===== src/rtl/float8_pkg.sv =====
// Shared Float8 definitions for the TPU datapath (multiplier, divider and
// future Float8 units).
//
// Format: bit7 = sign, bits6:4 = exponent (bias 4), bits3:0 = mantissa with
// a hidden leading 1. An exponent field of 0 encodes zero, whatever the
// mantissa holds.
//
// Contents: field widths, bias and saturation constants, field-select bit
// positions, the divider state encoding and a packed Float8 struct.
package float8_pkg;

    localparam int EXP_W   = 3;
    localparam int MAN_W   = 4;
    localparam int BIAS    = 4;
    localparam int EXP_MAX = 7;

    // Largest magnitude (exponent 7, mantissa all ones); used for saturation
    localparam logic [6:0] MAG_MAX = 7'h7F;

    localparam int SIGN_BIT = 7;
    localparam int EXP_HI   = 6;
    localparam int EXP_LO   = 4;
    localparam int MAN_HI   = 3;
    localparam int MAN_LO   = 0;

    typedef enum logic [1:0] {
        ST_IDLE = 2'd0,
        ST_DIV  = 2'd1,
        ST_NORM = 2'd2
    } div_state_t;

    typedef struct packed {
        logic             sign;
        logic [EXP_W-1:0] exponent;
        logic [MAN_W-1:0] man;
    } float8_t;

endpackage


===== src/rtl/float8_unpack.sv =====
// Float8 field splitter (combinational).
//
// Ports:
//   num      - packed Float8 operand
//   sign     - sign bit
//   exponent - biased exponent field
//   sig      - significand {1, mantissa}
//   is_zero  - operand is zero (exponent field 0)
module float8_unpack
    import float8_pkg::*;
(
    input  logic [7:0]       num,
    output logic             sign,
    output logic [EXP_W-1:0] exponent,
    output logic [MAN_W:0]   sig,
    output logic             is_zero
);

    assign sign     = num[SIGN_BIT];
    assign exponent = num[EXP_HI:EXP_LO];
    assign sig      = {1'b1, num[MAN_HI:MAN_LO]};
    assign is_zero  = (num[EXP_HI:EXP_LO] == '0);

endmodule


===== src/rtl/float8_div.sv =====
// Sequential Float8 divider: oNum = iNum1 / iNum2.
// Restoring division of the significands, one quotient bit per cycle,
// followed by a normalise/special-case step. Fixed latency of 7 edges from
// the accepting edge to oDone.
//
// Ports:
//   iClk     - clock, rising edge
//   iRst     - synchronous active-high reset (aborts a division in flight)
//   iStart   - request, sampled only while idle
//   iNum1    - dividend, captured on accept
//   iNum2    - divisor, captured on accept
//   oBusy    - high from accept until the result is written
//   oDone    - one-cycle pulse; oNum/oDivZero valid from this cycle
//   oNum     - quotient, held until the next result
//   oDivZero - divisor was zero; held with oNum
module float8_div
    import float8_pkg::*;
(
    input  logic       iClk,
    input  logic       iRst,
    input  logic       iStart,
    input  logic [7:0] iNum1,
    input  logic [7:0] iNum2,
    output logic       oBusy,
    output logic       oDone,
    output logic [7:0] oNum,
    output logic       oDivZero
);

    localparam logic signed [4:0] BIAS_S    = 5'(BIAS);
    localparam logic signed [4:0] EXP_MAX_S = 5'(EXP_MAX);

    div_state_t state, state_next;

    logic             sign_a, sign_b;
    logic [EXP_W-1:0] exp_a, exp_b;
    logic [MAN_W:0]   sig_a, sig_b;
    logic             zero_a, zero_b;

    logic             sign_q;
    logic [EXP_W-1:0] exp_a_q, exp_b_q;
    logic             zero_a_q, zero_b_q;
    logic [MAN_W:0]   div_b_q;
    logic [5:0]       rem_q;
    logic [5:0]       quo_q;
    logic [2:0]       cnt;

    logic             rem_ge;
    logic [5:0]       rem_diff;
    logic [5:0]       rem_next;

    logic signed [4:0] exp_res;
    logic [MAN_W-1:0]  man_res;
    float8_t           norm_res;

    float8_unpack u_unpack_a (
        .num      (iNum1),
        .sign     (sign_a),
        .exponent (exp_a),
        .sig      (sig_a),
        .is_zero  (zero_a)
    );

    float8_unpack u_unpack_b (
        .num      (iNum2),
        .sign     (sign_b),
        .exponent (exp_b),
        .sig      (sig_b),
        .is_zero  (zero_b)
    );

    assign oBusy = (state != ST_IDLE);

    // State register
    always_ff @(posedge iClk) begin
        if (iRst) begin
            state <= ST_IDLE;
        end else begin
            state <= state_next;
        end
    end

    // Next state: six DIV iterations, then a single NORM cycle
    always_comb begin
        state_next = state;
        case (state)
            ST_IDLE: if (iStart) state_next = ST_DIV;
            ST_DIV:  if (cnt == 3'd5) state_next = ST_NORM;
            ST_NORM: state_next = ST_IDLE;
            default: state_next = ST_IDLE;
        endcase
    end

    // One restoring step. The remainder stays below 2*B (<= 62), so after a
    // subtract or a failed compare its top bit is clear and the left shift
    // never loses information.
    always_comb begin
        rem_ge   = (rem_q >= {1'b0, div_b_q});
        rem_diff = rem_q - {1'b0, div_b_q};
        rem_next = rem_ge ? {rem_diff[4:0], 1'b0} : {rem_q[4:0], 1'b0};
    end

    // Normaliser and special cases. Quotient is floor(A*32/B) with bit 5
    // weighting 1.0; if that bit is clear the result is shifted one place
    // and the exponent drops by one.
    always_comb begin
        exp_res = $signed({2'b00, exp_a_q}) - $signed({2'b00, exp_b_q})
                + (quo_q[5] ? BIAS_S : BIAS_S - 5'sd1);
        man_res = quo_q[5] ? quo_q[4:1] : quo_q[3:0];

        norm_res = '0;
        if (zero_b_q) begin
            norm_res = {sign_q, MAG_MAX};
        end else if (zero_a_q) begin
            norm_res = '0;
        end else if (exp_res > EXP_MAX_S) begin
            norm_res = {sign_q, MAG_MAX};
        end else if (exp_res < 5'sd1) begin
            norm_res = '0;
        end else begin
            norm_res = {sign_q, exp_res[EXP_W-1:0], man_res};
        end
    end

    // Datapath: operand capture, iteration and result write-back
    always_ff @(posedge iClk) begin
        if (iRst) begin
            oNum     <= 8'h00;
            oDone    <= 1'b0;
            oDivZero <= 1'b0;
            sign_q   <= 1'b0;
            exp_a_q  <= '0;
            exp_b_q  <= '0;
            zero_a_q <= 1'b0;
            zero_b_q <= 1'b0;
            div_b_q  <= '0;
            rem_q    <= '0;
            quo_q    <= '0;
            cnt      <= '0;
        end else begin
            oDone <= 1'b0;
            case (state)
                ST_IDLE: begin
                    if (iStart) begin
                        sign_q   <= sign_a ^ sign_b;
                        exp_a_q  <= exp_a;
                        exp_b_q  <= exp_b;
                        zero_a_q <= zero_a;
                        zero_b_q <= zero_b;
                        div_b_q  <= sig_b;
                        rem_q    <= {1'b0, sig_a};
                        quo_q    <= '0;
                        cnt      <= '0;
                    end
                end
                ST_DIV: begin
                    quo_q <= {quo_q[4:0], rem_ge};
                    rem_q <= rem_next;
                    cnt   <= cnt + 3'd1;
                end
                ST_NORM: begin
                    oNum     <= norm_res;
                    oDivZero <= zero_b_q;
                    oDone    <= 1'b1;
                end
                default: ;
            endcase
        end
    end

endmodule

===== config.mk =====
export PLATFORM = sky130hd
export DESIGN_NAME = float8_div
export DESIGN_NICKNAME = d
export VERILOG_FILES = /design/src/rtl/float8_pkg.sv /design/src/rtl/float8_unpack.sv /design/src/rtl/float8_div.sv
export SDC_FILE = /design/constraint.sdc
export NUM_CORES = 1
export LEC_CHECK = 0
export BUFFER_PORTS_ARGS = -buffer_cell sky130_fd_sc_hd__buf_2
export CELL_PAD_IN_SITES_DETAIL_PLACEMENT = 1
export CELL_PAD_IN_SITES_GLOBAL_PLACEMENT = 1
export CORE_MARGIN = 8
export CORE_UTILIZATION = 40
export CTS_BUF_LIST = sky130_fd_sc_hd__clkbuf_4 sky130_fd_sc_hd__clkbuf_8 sky130_fd_sc_hd__clkbuf_16
export CTS_CLUSTER_DIAMETER = 120
export CTS_CLUSTER_SIZE = 12
export DETAILED_ROUTE_END_ITERATION = 16
export PLACE_DENSITY = 0.75
export RECOVER_POWER = 25
export SETUP_SLACK_MARGIN = 0.1
export SLEW_MARGIN = 10
export SYNTH_ARGS = -nofsm -noshare
export SYNTH_HDL_FRONTEND = slang
export SYNTH_SLANG_ARGS = --single-unit

===== constraint.sdc =====
create_clock -name iClk -period 6.7 [get_ports iClk]
set_input_delay 1.34 -clock iClk [delete_from_list [all_inputs] [get_ports iClk]]
set_output_delay 1.34 -clock iClk [all_outputs]
set_load 0.02 [all_outputs]

=== After elaboration in Yosys (flattened, before gate mapping) ===
Index checks and enable logic that the tools add are counted.

* Memory bits (read-only): 0
* Bits in latches: 0
* Register bits after elaboration: 41
* Output and inout bits: 11
* Memories kept: 0
* Bits in writable memories: 0

* Reduce and logical (&&, ||, !) cells: 8
* Bitwise logic cells: 1
* Shifts and indexed selects: 0
* Mux-type cells: 17
* Equal/unequal tests: 5
* $add $sub $neg: 4
* Divide/modulo/power cells: 0
* $mul: 0
* Order comparisons: 3

{| class="wikitable"
|+ Operators by type and width
! operator !! number
|-
| 8-bit two-way mux || 4
|-
| 6-bit one-hot mux with 2 select lines || 2
|-
| 6-bit two-way mux || 3
|-
| 6-bit by 5-bit greater-or-equal comparator with 1-bit output || 1
|-
| 3-bit logical NOT || 2
|-
| 3-bit two-way mux || 2
|-
| 3-bit one-hot mux with 2 select lines || 1
|-
| 2-bit AND reduction || 3
|-
| 4-bit by 4-bit adder with 5-bit output || 1
|-
| 5-bit by 4-bit > comparator with 1-bit output (second input constant) || 1
|-
| 5-bit by 2-bit < comparator with 1-bit output (second input constant) || 1
|-
| 5-bit subtractor || 1
|-
| 2-bit two-way mux || 2
|-
| 4-bit two-way mux || 1
|-
| 2-bit inequality test (second input constant) || 2
|-
| 2-bit one-hot mux with 2 select lines || 1
|-
| 2-bit nonzero test || 2
|-
| 3-bit by 3-bit subtractor with 4-bit output || 1
|-
| 3-bit by 1-bit adder with 3-bit output (second input constant) || 1
|-
| 3-bit == test (second input constant) || 1
|-
| 2-bit by 1-bit == test with 1-bit output (second input constant) || 1
|-
| 2-bit == test (second input constant) || 1
|-
| 2-bit logical NOT || 1
|-
| 1-bit two-way mux || 1
|-
| 1-bit bitwise XOR || 1
|}

=== Depth between registers and ports, before layout ===
* Depth in word-level cells: 7
* Mapped depth: 11
* Mapped depth without buffers: 11

=== Cells and area by module ===
Synthesis repeated with hierarchy kept, for this count alone.

* Cells, all modules: 273
* Area total of the unflattened synthesis: 2298.5 µm²

{| class="wikitable"
|+ By module, submodules not included
! module !! sequential area each (µm²) !! instances !! cells an instance !! area each (µm²)
|-
| float8_div || 820.8 || 1 || 251 || 2135.8
|-
| float8_unpack || 0.0 || 2 || 11 || 81.3
|}

=== Least setup slack after synthesis ===
OpenSTA, ideal clock, no wires.

* Path type: register to register
* From: reg exp_a_q[0]
* To: reg oNum[0]
* Path slack: 4162 ps
* Clock period less this slack: 2538 ps
* Cell stages (with the launch flop): 10
* Path buffers: 0
* Data arrival time: 2443 ps
* Cell sequence: dfxtp_1 -> inv_1 -> ha_1 -> fa_1 -> fa_1 -> and2b_1 -> or3b_1 -> o21ai_2 -> a211oi_2 -> a221oi_1

* Word-level cells in the longest chain between the ends: 7
* Elaborated cells on any way between the ends: 8
* Classes of those cells: add/sub: 2; order compare: 2; mux: 4

{| class="wikitable"
|+ Ends and longest elaborated chain
! element !! line !! text
|-
| start, declared || float8_div.sv:41 || <nowiki>logic [EXP_W-1:0] exp_a_q, exp_b_q;</nowiki>
|-
| start signal, assigned || float8_div.sv:146 || <nowiki>exp_a_q <= exp_a;</nowiki>
|-
| 3-bit by 3-bit subtractor with 4-bit output * || float8_div.sv:107 || <nowiki>exp_res = $signed({2'b00, exp_a_q}) - $signed({2'b00, exp_b_q})</nowiki>
|-
| 4-bit by 4-bit adder with 5-bit output * || float8_div.sv:108 || <nowiki>+ (quo_q[5] ? BIAS_S : BIAS_S - 5'sd1);</nowiki>
|-
| 5-bit by 2-bit < comparator with 1-bit output || float8_div.sv:118 || <nowiki>end else if (exp_res < 5'sd1) begin</nowiki>
|-
| 8-bit two-way mux || float8_div.sv:118 ||
|-
| 8-bit two-way mux * || float8_div.sv:116 || <nowiki>end else if (exp_res > EXP_MAX_S) begin</nowiki>
|-
| 8-bit two-way mux * || float8_div.sv:114 || <nowiki>end else if (zero_a_q) begin</nowiki>
|-
| 8-bit two-way mux * || float8_div.sv:112 || <nowiki>if (zero_b_q) begin</nowiki>
|-
| end signal, assigned || float8_div.sv:162 || <nowiki>oNum <= norm_res;</nowiki>
|-
| end, declared || float8_div.sv:26 || <nowiki>output logic [7:0] oNum,</nowiki>
|}

Mark *: on every way between the ends. The rest lies on a longest branch, timed or not.
A chain may end at the register's enable or synchronous reset.

==> flow_summary.yaml <==
sta:
  setup_violations: 0
  relSlewSlack: -0.124
  skew_ns: 0.00870
  period_share: 0.472
  clock.fmax_mhz: 316
  final_max_slew_viol_count: 37
  fin_tns_setup_ns: 0
  grt_setup_unrepaired: "no"
  post-route-min-period_ns: 3.16
  max_slew.worst_pin.slew_ns: 1.69
  hold_viol: 0
critical_path:
  cp_slowest_cell: "clkbuf_1"
  r2r_end: "oNum[0]"
  critPathKind: "input pin to flop"
  max_stage_delay_ns: 1.19
  path_cells: "clkbuf_1 > inv_1 > o21ai_0 > a211oi_1"
  worstPathArrival_ns: 3.32
  cp-start-kind: "input pin"
  cp-end-kind: "flop"
  rrSetupSlack_ns: 3.97
  r2r.worst_path.cells: 8
  crit_fanout: 36
  required_ns: 6.86
  r2r_start: "exp_a_q[0]"
placed_design:
  port_buffers: 29
  dp.cells: 339
  routabilityCongestion: 0.814
  dp_hpwl_um: 3930
floorplan:
  start_util: 0.419
  die_h_um: 89.4
  fp.dieW_um: 89.4
  rows: 26
  die_area_um2: 7980
  io_pins: 30
  core_um2: 5140
power:
  seqPwrFrac: 0.465
  totalPowerFinal_uw: 573
  power.switching_uw: 168
  powerDensity_nw_per_um2: 235
  swShare: 0.294
  worst_ir_drop_vdd_mv: 0.126
  p_clk_frac: 0.307
  p_int_uw: 405
  comb_power_share: 0.228
  p_leak_uw: 0.000991
clocking:
  ctsRootBufferMaster: "clkbuf_8"
  htreeDepth: 2
  post_cts_resized: 0
  path_clk_slew_ns: 0.07
  cts_tree: "built"
  clkLatencyLatePin_ns: 0.29
  clockBufferDepth: 2
  cts_hold_buf: 0
  cts_setup_buffers: 0
  cts.sinks: 41
  cts_buffers: 5
logic_synthesis:
  synthDistinctLibCells: 45
  avgSynthCellArea_um2: 8.54
  synth_nets: 287
  ys_ff_latch: 41
  ys.flop_type: "dfxtp_1"
  yosys_warnings: 0
  synth_edf_count: 0
  synth-async-reset-ratio: 0
  synth_area_um2: 2150
  ys_seq_area_frac: 0.381
  postSynthCellCount: 252
finish:
  instances_no_fill: 347
  multi_input_area_um2: 1200
  nets: 311
  antenna_cells: 0
  finish.utilization: 0.475
  num-fill-cells: 646
  drive_above_1_share: 0.177
  layout_common_cells: "dfxtp_1, nand2_1, buf_2"
  ff_latch_area_um2: 821
  final_common_cell: "dfxtp_1"
  syn_to_final_growth_pct: 13.4
grt:
  track_usage: 0.142
  grt_pass1_vias: 1874
  grt_pass1_wl_um: 8850
  grt_max_degree: 37
  grt-ovfl-total: 0
  antenna_found_initial: 0
run_status:
  status: "finished, violations left"
  failed_checks: "capacitance limit, slew limit"
worst_hold_path:
  hp-class: "flop to flop"
  hp-start: "oNum[7]"
  hold_end: "oNum[7]"
  hold_depth: 2
route:
  wl_per_cell_um: 15.0
  via_per_inst: 5.31
  vias: 1844
  drcViolationCount: 0
  wl_um: 5200
  dr.pass1.iters: 4
  drt_iter0_markers: 52
  ant_nets: 0
flow_run:
  drv_cap: 1
## synthesized netlist by cell type (all sizes together) (5+ instances only)
| library cell | n | area [um2] |
|---|---|---|
| xnor2 | 6 | 60.1 |
| nor2 | 26 | 103 |
| a22oi | 7 | 52.6 |
| dfxtp | 41 | 821 |
| inv | 21 | 78.8 |
| mux2i | 6 | 60.1 |
| o21ai | 5 | 32.5 |
| nand2 | 33 | 124 |
| a21oi | 24 | 120 |
| a221oi | 5 | 56.3 |
| clkbuf | 10 | 37.5 |
| nor3 | 5 | 25.0 |
| ha | 13 | 163 |
## registers in the layout, summed over array words and instances, names as in the netlist
register / count
zero_b_q: 1
oDivZero: 1
rem_q: 6
state: 2
zero_a_q: 1
exp_b_q: 3
quo_q: 6
oNum: 8
sign_q: 1
div_b_q: 5
exp_a_q: 3
cnt: 3
oDone: 1
## worst max-delay path, delay by kind of cell
family | cells | cell delay, ns
AOI/OAI and AO/OA | 2 | 0.41
buffers and inverters | 2 | 1.56
## per-layer routing
metal	share of wire	track usage	up-vias
li1	-	-	927
met4	0.012	0.0453	0
met3	0.035	0.0322	5
met5	0	0	-
met1	0.46	0.172	890
met2	0.49	0.243	22
## worst max path at each step
stage / start / to / cells after the start
5_1_grt: iRst / oNum[5] / 4
2_1_floorplan: exp_a_q[0] / oNum[0] / 9
3_3_place_gp: iStart / sign_q / 5
6_report: iRst / oNum[5] / 4
4_1_cts: exp_a_q[0] / oNum[0] / 9
3_5_place_dp: exp_a_q[0] / oNum[0] / 9
## logic make-up (layout without fill, tap and decap cells)
group                      after synthesis  in the layout  synth area share
AOI/OAI and AO/OA                       68             68             0.226
xor gates and xnor gates                 6              6            0.0279
adders and majority gates               16             16             0.103
buffers and inverters                   34             59            0.0610
DFF                                     41             41             0.381
muxes                                    7              7            0.0331
and+or+nand+nor                         80             80             0.167
## power by group through the flow
stage          sequential, uW  combinational [uW]  clock [uW]
2_1_floorplan             268                 104           0
4_1_cts                   267                 132         184
3_5_place_dp              272                 131           0
5_1_grt                   269                 148         193
6_report                  266                 131         176
3_3_place_gp              272                 127           0
## area by class of cell
| cell class | instances | area share |
|---|---|---|
| Clock inverter | 1 | 0.00205 |
| Clock buffer | 7 | 0.0395 |
| Multi-Input combinational cell | 177 | 0.492 |
| Timing Repair Buffer | 30 | 0.0621 |
| Tap cell | 70 | 0.0359 |
| Sequential cell | 41 | 0.336 |
| Inverter | 21 | 0.0323 |
## per-stage QoR
stage               area [um2]  hold slack [ns]  worst slack [ns]
floorplan                 2150            0.436              4.16
detailed placement        2340            0.450              3.97
CTS                       2440            0.461              3.96
global route              2440            0.495              3.25
global placement          2340            0.443              4.03
finish                    2440            0.457              3.54
Note: power is estimated with default switching activity, not from simulation.
